**config.mk**
```make
export PLATFORM = sky130hd
export DESIGN_NAME = fetch_stage
export DESIGN_NICKNAME = d
export VERILOG_FILES = /design/src/rtl/fetch_pkg.sv /design/src/rtl/fetch_stage_imm_gen.sv /design/src/rtl/fetch_stage.sv
export SDC_FILE = /design/constraint.sdc
export NUM_CORES = 1
export LEC_CHECK = 0
export CAP_MARGIN = 20
export CORE_MARGIN = 3
export CORE_UTILIZATION = 51
export CTS_CLUSTER_DIAMETER = 40
export DETAILED_ROUTE_END_ITERATION = 6
export PLACE_DENSITY = 0.9
export REMOVE_ABC_BUFFERS = 1
export SLEW_MARGIN = 40
export SYNTH_ARGS = -nofsm -noshare
export SYNTH_HDL_FRONTEND = slang
export SYNTH_SLANG_ARGS = --single-unit
```
**constraint.sdc**
```tcl
create_clock -name clk -period 5.76 [get_ports clk]
set_input_delay 1.152 -clock clk [delete_from_list [all_inputs] [get_ports clk]]
set_output_delay 1.152 -clock clk [all_outputs]
set_load 0.03 [all_outputs]
```
**src/rtl/fetch_pkg.sv**
```systemverilog
// Shared constants and types for the RV32I instruction fetch stage.
// Opcodes, the NOP encoding and the fetch FSM state type.
package fetch_pkg;
    localparam logic [6:0] OPC_JAL    = 7'b1101111;
    localparam logic [6:0] OPC_BRANCH = 7'b1100011;
    localparam logic [6:0] OPC_LOAD   = 7'b0000011;
    localparam logic [6:0] OPC_STORE  = 7'b0100011;
    localparam logic [6:0] OPC_OPIMM  = 7'b0010011;
    localparam logic [6:0] OPC_JALR   = 7'b1100111;
    localparam logic [6:0] OPC_LUI    = 7'b0110111;
    localparam logic [6:0] OPC_AUIPC  = 7'b0010111;

    localparam logic [31:0] NOP_INSTR = 32'h0000_0013;

    typedef enum logic [1:0] {REQ, WAIT, KILL} fetch_state_t;
endpackage

```
**src/rtl/fetch_stage_imm_gen.sv**
```systemverilog
// Combinational RV32I immediate extraction, sign-extended to size bits.
// Shared with the decoder; unknown opcodes yield zero.
module imm_gen
    import fetch_pkg::*;
#(
    parameter int size = 32
) (
    input  logic [size-1:0] instr,
    output logic [size-1:0] imm
);
    logic [31:0] u_imm;

    assign u_imm = {instr[31:12], 12'b0};

    always_comb begin
        imm = '0;
        case (instr[6:0])
            OPC_LOAD, OPC_OPIMM, OPC_JALR:
                imm = {{(size-12){instr[31]}}, instr[31:20]};
            OPC_STORE:
                imm = {{(size-12){instr[31]}}, instr[31:25], instr[11:7]};
            OPC_BRANCH:
                imm = {{(size-12){instr[31]}}, instr[7], instr[30:25], instr[11:8], 1'b0};
            OPC_LUI, OPC_AUIPC:
                imm = {{(size-31){u_imm[31]}}, u_imm[30:0]};
            OPC_JAL:
                imm = {{(size-20){instr[31]}}, instr[19:12], instr[20], instr[30:21], 1'b0};
            default:
                imm = '0;
        endcase
    end
endmodule

```
**src/rtl/fetch_stage.sv**
```systemverilog
// RV32I IF stage: PC, single-outstanding imem fetch, branch prediction, IF/ID register.
// Define FETCH_BHT_EN to predict conditional branches with a 2-bit counter BHT instead of BTFN.
module fetch_stage
    import fetch_pkg::*;
#(
    parameter int              size      = 32,
    parameter logic [size-1:0] RESET_PC  = '0,
    parameter int              BHT_DEPTH = 64
) (
    input  logic            clk,
    input  logic            reset,
    input  logic            buble,
    input  logic            flush,
    input  logic [size-1:0] redirect_pc_i,
    output logic            imem_req_o,
    output logic [size-1:0] imem_addr_o,
    input  logic            imem_gnt_i,
    input  logic            imem_rvalid_i,
    input  logic [size-1:0] imem_rdata_i,
    input  logic            bp_update_i,
    input  logic [size-1:0] bp_update_pc_i,
    input  logic            bp_taken_i,
    output logic            valid_o,
    output logic [size-1:0] instruction_o,
    output logic [size-1:0] immediate_o,
    output logic [size-1:0] pc_plus_o,
    output logic [size-1:0] pc_value_at_prediction_o,
    output logic            branch_prediction_o
);
    localparam logic [size-1:0] FOUR = size'(4);

    fetch_state_t    state_q, state_d;
    logic [size-1:0] pc_q;
    logic            skid_full, skid_pred;
    logic [size-1:0] skid_instr, skid_pc;
    logic            granted, resp, pred_now, sel_pred, bht_pred;
    logic [size-1:0] sel_instr, sel_pc, sel_imm, next_pc;

    assign imem_req_o  = (state_q == REQ) && !skid_full && !reset;
    assign imem_addr_o = pc_q;
    assign granted     = imem_req_o && imem_gnt_i;
    assign resp        = (state_q == WAIT) && imem_rvalid_i;

    // A response only arrives with the skid empty, so the mux doubles as the live-response path.
    assign sel_instr = skid_full ? skid_instr : imem_rdata_i;
    assign sel_pc    = skid_full ? skid_pc : pc_q;

    imm_gen #(.size(size)) u_imm_gen (
        .instr (sel_instr),
        .imm   (sel_imm)
    );

    always_comb begin
        pred_now = 1'b0;
        case (imem_rdata_i[6:0])
            OPC_JAL:    pred_now = 1'b1;
            OPC_BRANCH: pred_now = bht_pred;
            default:    pred_now = 1'b0;
        endcase
    end

    assign next_pc  = pred_now ? pc_q + sel_imm : pc_q + FOUR;
    assign sel_pred = skid_full ? skid_pred : pred_now;

`ifdef FETCH_BHT_EN
    localparam int IDX_W = $clog2(BHT_DEPTH);

    logic [1:0]       bht_q [BHT_DEPTH];
    logic [IDX_W-1:0] upd_idx;
    logic             unused_upd;

    assign upd_idx    = bp_update_pc_i[IDX_W+1:2];
    assign bht_pred   = bht_q[pc_q[IDX_W+1:2]][1];
    assign unused_upd = ^{bp_update_pc_i[size-1:IDX_W+2], bp_update_pc_i[1:0]};

    always_ff @(posedge clk) begin
        if (reset) begin
            for (int i = 0; i < BHT_DEPTH; i++) bht_q[i] <= 2'b01;
        end else if (bp_update_i) begin
            if (bp_taken_i && bht_q[upd_idx] != 2'b11)
                bht_q[upd_idx] <= bht_q[upd_idx] + 2'b01;
            else if (!bp_taken_i && bht_q[upd_idx] != 2'b00)
                bht_q[upd_idx] <= bht_q[upd_idx] - 2'b01;
        end
    end
`else
    logic unused_bp;

    assign unused_bp = ^{bp_update_i, bp_update_pc_i, bp_taken_i} ^ (BHT_DEPTH == 0);
    // Backward-taken / forward-not-taken: the sign of the branch offset.
    assign bht_pred  = sel_imm[size-1];
`endif

    always_comb begin
        state_d = state_q;
        case (state_q)
            REQ:     if (granted) state_d = flush ? KILL : WAIT;
            WAIT:    if (imem_rvalid_i) state_d = REQ;
                     else if (flush) state_d = KILL;
            KILL:    if (imem_rvalid_i) state_d = REQ;
            default: state_d = REQ;
        endcase
    end

    always_ff @(posedge clk) begin
        if (reset) begin
            state_q <= REQ;
            pc_q    <= RESET_PC;
        end else begin
            state_q <= state_d;
            if (flush)     pc_q <= redirect_pc_i;
            else if (resp) pc_q <= next_pc;
        end
    end

    always_ff @(posedge clk) begin
        if (reset || flush) begin
            valid_o                  <= 1'b0;
            instruction_o            <= size'(NOP_INSTR);
            immediate_o              <= '0;
            pc_plus_o                <= '0;
            pc_value_at_prediction_o <= '0;
            branch_prediction_o      <= 1'b0;
            skid_full                <= 1'b0;
            skid_instr               <= '0;
            skid_pc                  <= '0;
            skid_pred                <= 1'b0;
        end else if (buble) begin
            if (resp) begin
                skid_full  <= 1'b1;
                skid_instr <= imem_rdata_i;
                skid_pc    <= pc_q;
                skid_pred  <= pred_now;
            end
        end else begin
            skid_full <= 1'b0;
            if (skid_full || resp) begin
                valid_o                  <= 1'b1;
                instruction_o            <= sel_instr;
                immediate_o              <= sel_imm;
                pc_plus_o                <= sel_pc + FOUR;
                pc_value_at_prediction_o <= sel_pc;
                branch_prediction_o      <= sel_pred;
            end else begin
                valid_o                  <= 1'b0;
                instruction_o            <= size'(NOP_INSTR);
                immediate_o              <= '0;
                pc_plus_o                <= '0;
                pc_value_at_prediction_o <= '0;
                branch_prediction_o      <= 1'b0;
            end
        end
    end
endmodule

```
==> results of run 1 <==
==> metrics by stage <==
stage	hold slack (ns)	cells	setup slack (ns)	total power, mW
finish	0.439	1981	0.481	4.02
global route	0.467	1981	0.224	4.15
CTS	0.442	1981	0.617	4.04
detailed placement	0.433	1920	0.0907	2.00
global placement	0.429	1919	0.222	1.99
floorplan	0.436	1368	-0.823	1.83
==> worst max-delay path, stage by stage <==
cell and delay (ns):
clkdlybuf4s50_1 0.47, or3b_1 0.37, a211o_1 0.33, o31a_1 0.41, o21ai_0 0.45, ha_1 0.38
nand4_1 0.22, o22ai_1 0.12, a2111oi_0 0.42, o2111ai_1 0.21, o311ai_0 0.27, o311ai_1 0.23
o21ai_1 0.27, a21oi_1 0.10, a211o_1 0.26
==> registers in the layout (all words and copies together), names as in the netlist <==
signal / count
imem_addr_o: 32
valid_o: 1
immediate_o: 32
branch_prediction_o: 1
state_q: 2
pc_plus_o: 32
skid_pred: 1
skid_full: 1
instruction_o: 32
skid_instr: 32
pc_value_at_prediction_o: 30
skid_pc: 32
==> cells in the final DEF, fill, tap and decap left out, types with 5 or more instances in the layout <==
| cell | count |
|---|---|
| a211o_1 | 7 |
| a211oi_1 | 11 |
| a21o_1 | 11 |
| a21oi_1 | 142 |
| a22o_1 | 28 |
| a22oi_1 | 11 |
| a31oi_1 | 12 |
| and2_1 | 6 |
| and3_1 | 5 |
| buf_4 | 39 |
| clkbuf_16 | 35 |
| clkbuf_8 | 5 |
| clkdlybuf4s50_1 | 232 |
| clkinv_4 | 5 |
| dfxtp_1 | 227 |
| ha_1 | 33 |
| inv_1 | 23 |
| inv_6 | 5 |
| mux2i_1 | 66 |
| nand2_1 | 305 |
| nand2b_1 | 12 |
| nand3_1 | 29 |
| nand3b_1 | 16 |
| nand4_1 | 10 |
| nor2_1 | 87 |
| nor3_1 | 17 |
| nor4_1 | 8 |
| o211ai_1 | 11 |
| o21a_1 | 6 |
| o21ai_0 | 128 |
| o21ai_1 | 7 |
| o221ai_1 | 6 |
| o22ai_1 | 17 |
| o31a_1 | 5 |
| or3_1 | 5 |
| xnor2_1 | 32 |
| xor2_1 | 23 |
==> cell type report <==
| type | count | area (µm²) |
|---|---|---|
| clock inverters | 19 | 203 |
| clock buffers | 42 | 952 |
| multi-input cells | 1117 | 6550 |
| fillers | 1709 | 6750 |
| repair buffers | 272 | 2640 |
| flip-flops and latches | 228 | 4570 |
| inverters | 23 | 86.3 |
| well taps | 280 | 350 |
==> power breakdown <==
part           leakage (nW)  internal, mW  switching, mW
logic                  2.92         0.142          0.190
clock network         0.561          1.29          0.767
registers              1.84          1.59         0.0442
total                  5.32          3.02           1.00
==> final timing paths <==
kind                                             start                      endpoint  depth (start not counted)  slack [ns]
worst max-delay path                   imem_rdata_i[5]  imem_addr_o[31]$_SDFFE_PP0P_                         15        0.48
worst min register to register    valid_o$_SDFFE_PP0N_          valid_o$_SDFFE_PP0N_                          2        0.44
worst max register to register  skid_full$_SDFFE_PP0P_  imem_addr_o[31]$_SDFFE_PP0P_                         16        0.75
worst min-delay path              valid_o$_SDFFE_PP0N_          valid_o$_SDFFE_PP0N_                          2        0.44
==> metal layers <==
layer | GRT usage | vias to the layer above | share of wire
met5 | 0 | - | 0
met4 | 0.145 | 0 | 0.049
li1 | - | 5621 | -
met2 | 0.475 | 584 | 0.46
met3 | 0.0642 | 124 | 0.093
met1 | 0.367 | 5529 | 0.40
==> logic make-up after synthesis <==
group / after synthesis / synth area share
compound gates: 439 / 0.232
xor+xnor: 55 / 0.0415
fa+ha+maj: 34 / 0.0373
buf+inv: 121 / 0.0438
flops: 228 / 0.393
mux: 66 / 0.0569
simple gates: 523 / 0.195
==> flow_metrics.py, run 1 <==
metrics = {
    "run_status": {
        "outcome": "complete, no violations",
    },
    "grt": {
        "grt-ovfl-total": 0,
        "grt.total_usage": 0.292,
        "antenna_found_initial": 0,
        "grt_start_max_net_pins": 65,
        "grt_pass1_vias": 11300,
        "grt_pass1_wl_mm": 58.4,
    },
    "synth": {
        "async_reset_ff_frac": 0,
        "synth_ff_type": "dfxtp_1",
        "yosysTopAreaCellShare": 0.393,
        "syn_area_um2": 11600,
        "yosys.area.top_type": "dfxtp_1",
        "ys_ff_latch": 228,
        "synth.distinct_cells": 70,
        "syn_inst": 1466,
        "synth_seq_area_share": 0.393,
        "synthTopCellsByArea": "dfxtp_1 39%, nand2_1 9.9%, a21oi_1 6.1%, mux2i_1 5.7%, o21ai_0 5.5%",
        "synth_edf_count": 0,
        "syn-mean-instance-area_um2": 7.92,
        "yosys-top-cells-count": "307 x nand2_1, 228 x dfxtp_1, 142 x a21oi_1",
        "yosysMostFrequentCell": "nand2_1",
        "yosys_warnings": 0,
    },
    "power": {
        "leakage_nw": 5.32,
        "irDropWorstVdd_v": 0.000193,
        "powerDensity_nw_per_um2": 262,
    },
    "cells_and_area": {
        "layout.nets": 1814,
        "syn_to_final_growth_pct": 32.2,
        "diodes": 0,
        "fin_area_um2": 15300,
        "final_util": 0.695,
        "drive_gt1_frac": 0.0676,
    },
    "timing": {
        "maxSlewViolCount": 0,
        "setup_viol": 0,
        "rsz0062_at_grt": "false",
        "tightest_slew_ns": 0.827,
        "skew_ns": 0.0268,
        "slew_headroom": 0.441,
        "period_share": 0.916,
        "max_freq_ghz": 0.189,
        "setup_tns_ns": 0,
        "period_minus_slack_ns": 5.28,
        "hold_viol": 0,
    },
    "route": {
        "remaining_drc_errors": 0,
        "num_vias": 11900,
        "wl_per_cell_um": 18.7,
        "wirelength_mm": 37.0,
        "final_antenna_net_count": 0,
        "first_pass_iters": 6,
        "viasPerCell": 5.99,
        "dr.first_iter.drc_count": 857,
    },
    "clock_tree": {
        "clockBufferDepth": 3,
        "insertion_delay_ns": 0.50,
        "htreeDepth": 2,
        "hold_buffers": 0,
        "postCtsSetupRepairBufs": 0,
        "cts-root-buf": "clkbuf_16",
        "cts_resized": 0,
        "cts_inserted_buffers": 34,
        "clkTransAtPathRegs_ns": 0.05,
        "cts_tree": "yes",
        "clock-sinks": 228,
    },
    "place": {
        "port_buffers": 232,
        "dpl.hpwl_mm": 26.4,
        "place_congestion": 0.945,
        "place_area_um2": 14200,
    },
    "die": {
        "row_count": 54,
        "initial_core_util": 0.525,
        "core_area_um2": 22100,
        "pin_count": 267,
        "fp.dieArea_um2": 24600,
        "die-height_um": 157,
        "die_x_um": 157,
    },
    "setup_path": {
        "endpoint_kind": "flop",
        "cp-start-kind": "input pin",
        "cp_data_required_time_ns": 6.15,
        "crit_type": "in -> reg",
        "path_max_fanout": 8,
        "worstPathArrival_ns": 5.67,
    },
    "min_path": {
        "holdCritPathClass": "reg -> reg",
    },
    "run": {
        "drv_cap": 0,
    },
}
Note: power is estimated with default switching activity, not from simulation.
==> inputs of run 2 (changes only) <==
--- a/config.mk
+++ b/config.mk
@@ -12,6 +12,7 @@
 export DETAILED_ROUTE_END_ITERATION = 6
 export PLACE_DENSITY = 0.9
 export REMOVE_ABC_BUFFERS = 1
+export SETUP_SLACK_MARGIN = 0.5
 export SLEW_MARGIN = 40
 export SYNTH_ARGS = -nofsm -noshare
 export SYNTH_HDL_FRONTEND = slang
==> constraint.sdc (replaced) <==
create_clock -name clk -period 5.25 [get_ports clk]
set_input_delay 1.05 -clock clk [delete_from_list [all_inputs] [get_ports clk]]
set_output_delay 1.05 -clock clk [all_outputs]
set_load 0.03 [all_outputs]
==> flow_metrics.py, run 2 (synthesis results as in run 1) <==
metrics = {
    "cells_and_area": {
        "final_cell_mix": "305 x nand2_1, 230 x clkdlybuf4s50_1, 227 x dfxtp_1",
        "instances_no_fill": 2069,
        "layout.nets": 1902,
        "fin_area_um2": 16400,
        "final_util": 0.744,
        "final_common_cell": "nand2_1",
        "syn_to_final_growth_pct": 41.6,
        "drive_gt1_frac": 0.148,
    },
    "clock_tree": {
        "hold_buffers": 0,
        "clock-sinks": 228,
        "insertion_delay_ns": 0.50,
        "cts_inserted_buffers": 34,
        "clkTransAtPathRegs_ns": 0.05,
        "clockBufferDepth": 3,
        "cts_tree": "yes",
        "cts-root-buf": "clkbuf_16",
        "htreeDepth": 2,
    },
    "grt": {
        "grt-ovfl-total": 0,
        "grt_start_max_net_pins": 64,
        "antenna_found_initial": 0,
        "grt_pass1_vias": 11900,
        "grt_pass1_wl_mm": 60.2,
        "grt.total_usage": 0.299,
    },
    "setup_path": {
        "cpPeakStageDelay_ns": 0.53,
        "cp_data_required_time_ns": 5.63,
        "cp_common_cell": "o21ai_2",
        "path_max_fanout": 8,
        "worstPathArrival_ns": 4.98,
        "critPathSlowestCell": "clkdlybuf4s50_1",
        "path_buf_inv": 3,
        "crit_type": "in -> reg",
        "reg2reg_depth": 17,
        "rrSetupSlack_ns": 0.78,
        "endpoint_kind": "flop",
        "cp-start-kind": "input pin",
        "r2r_end": "imem_addr_o[31]$_SDFFE_PP0P_",
        "r2r_start": "skid_full$_SDFFE_PP0P_",
        "crit_chain": "clkdlybuf4s50_1, nand2_1, o31a_1, nand3b_1, buf_4, a21o_4, o21ai_2, buf_6, ha_4, nand4_1, o22ai_2, o311ai_2, o2111ai_4, o311ai_4, o311a_1, o21ai_2, a21oi_2, a211o_1",
        "critical-path-top-delay-family": "compound AO/OA/AOI/OAI gates",
        "crit_cells": 18,
    },
    "die": {
        "core_area_um2": 22100,
        "die-height_um": 157,
        "initial_core_util": 0.525,
        "die_x_um": 157,
        "pin_count": 267,
        "row_count": 54,
        "fp.dieArea_um2": 24600,
    },
    "route": {
        "wirelength_mm": 39.2,
        "dr.first_iter.drc_count": 970,
        "viasPerCell": 5.94,
        "wl_per_cell_um": 18.9,
        "first_pass_iters": 5,
        "remaining_drc_errors": 0,
        "num_vias": 12300,
        "final_antenna_net_count": 0,
    },
    "place": {
        "place_congestion": 0.916,
        "port_buffers": 232,
        "dpl.hpwl_mm": 27.2,
        "place_area_um2": 14700,
        "placed_cells": 1992,
    },
    "power": {
        "irDropWorstVdd_v": 0.000250,
        "powerDensity_nw_per_um2": 269,
        "leakage_nw": 5.85,
    },
    "run": {
        "drv_cap": 0,
    },
    "timing": {
        "max_freq_ghz": 0.218,
        "period_minus_slack_ns": 4.59,
        "skew_ns": 0.0116,
        "setup_viol": 0,
        "rsz0062_at_grt": "false",
        "tightest_slew_ns": 0.789,
        "maxSlewViolCount": 0,
        "period_share": 0.875,
        "slew_headroom": 0.474,
        "hold_viol": 0,
    },
    "min_path": {
        "hold_path_depth": 2,
        "hp-start": "valid_o$_SDFFE_PP0N_",
        "holdCritPathClass": "reg -> reg",
        "worst_hold_path.endpoint": "valid_o$_SDFFE_PP0N_",
    },
    "run_status": {
        "outcome": "complete, no violations",
    },
}
[run 2: changes by cell type in the layout (fill, tap and decap cells not counted), moves of 6 or more]
| cell | change |
|---|---|
| o21ai_2 | +9 |
| a21oi_2 | +9 |
| ha_4 | +7 |
| a21oi_1 | -9 |
| buf_4 | +87 |
| o21ai_1 | +6 |
| o21ai_0 | -18 |
| ha_1 | -9 |
| o22ai_1 | -6 |
[run 2: metal layers]
layer / track usage / share of wire / up-vias
li1: - / - / 5814
met1: 0.372 / 0.40 / 5787
met2: 0.502 / 0.47 / 573
met3: 0.0578 / 0.084 / 118
met4: 0.136 / 0.045 / 0
met5: 0 / 0 / -
[run 2: worst max-delay path by stage]
stage / from / endpoint / slack, ns
floorplan: skid_full$_SDFFE_PP0P_ / imem_addr_o[31]$_SDFFE_PP0P_ / -1.33
global placement: imem_rdata_i[5] / imem_addr_o[31]$_SDFFE_PP0P_ / -0.14
detailed placement: imem_rdata_i[5] / imem_addr_o[31]$_SDFFE_PP0P_ / -0.28
CTS: imem_rdata_i[5] / imem_addr_o[31]$_SDFFE_PP0P_ / 0.46
global route: imem_rdata_i[0] / imem_addr_o[30]$_SDFFE_PP0P_ / 0.53
finish: imem_rdata_i[0] / imem_addr_o[31]$_SDFFE_PP0P_ / 0.66
[run 2: final cells by class]
cell class | count | area, µm²
Clock inverter | 19 | 170
Timing Repair Buffer | 360 | 3300
Tap cell | 280 | 350
Fill cell | 1579 | 5660
Inverter | 23 | 86.3
Clock buffer | 41 | 938
Multi-Input combinational cell | 1117 | 7010
Antenna cell | 1 | 2.50
Sequential cell | 228 | 4570
[run 2: tightest hold or removal path, stage by stage (launching register included)]
cell and delay (ns):
dfxtp_1 0.30, nand2_1 0.05, nand2_1 0.04
[run 2: what timing repair did]
item,in CTS,in global routing
pin swaps,4,41
buffers inserted,3,13
resized for setup,14,90
endpoints found under the hold margin,0,0
setup endpoints to repair,8,17
[run 2: through the flow]
stage / worst slack, ns / TNS (ns) / hold WS, ns / power [mW]
after detailed placement: -0.277 / -0.999 / 0.432 / 2.22
after global placement: -0.141 / -0.317 / 0.429 / 2.21
after floorplan: -1.33 / -24.58 / 0.436 / 2.01
final: 0.657 / 0 / 0.437 / 4.42
after global routing: 0.535 / 0 / 0.466 / 4.53
after CTS: 0.459 / 0 / 0.441 / 4.40
[run 2: where the power goes]
part | switching (mW) | total (mW) | internal (mW)
clock network | 0.854 | 2.20 | 1.35
logic | 0.231 | 0.421 | 0.190
registers | 0.0494 | 1.80 | 1.75
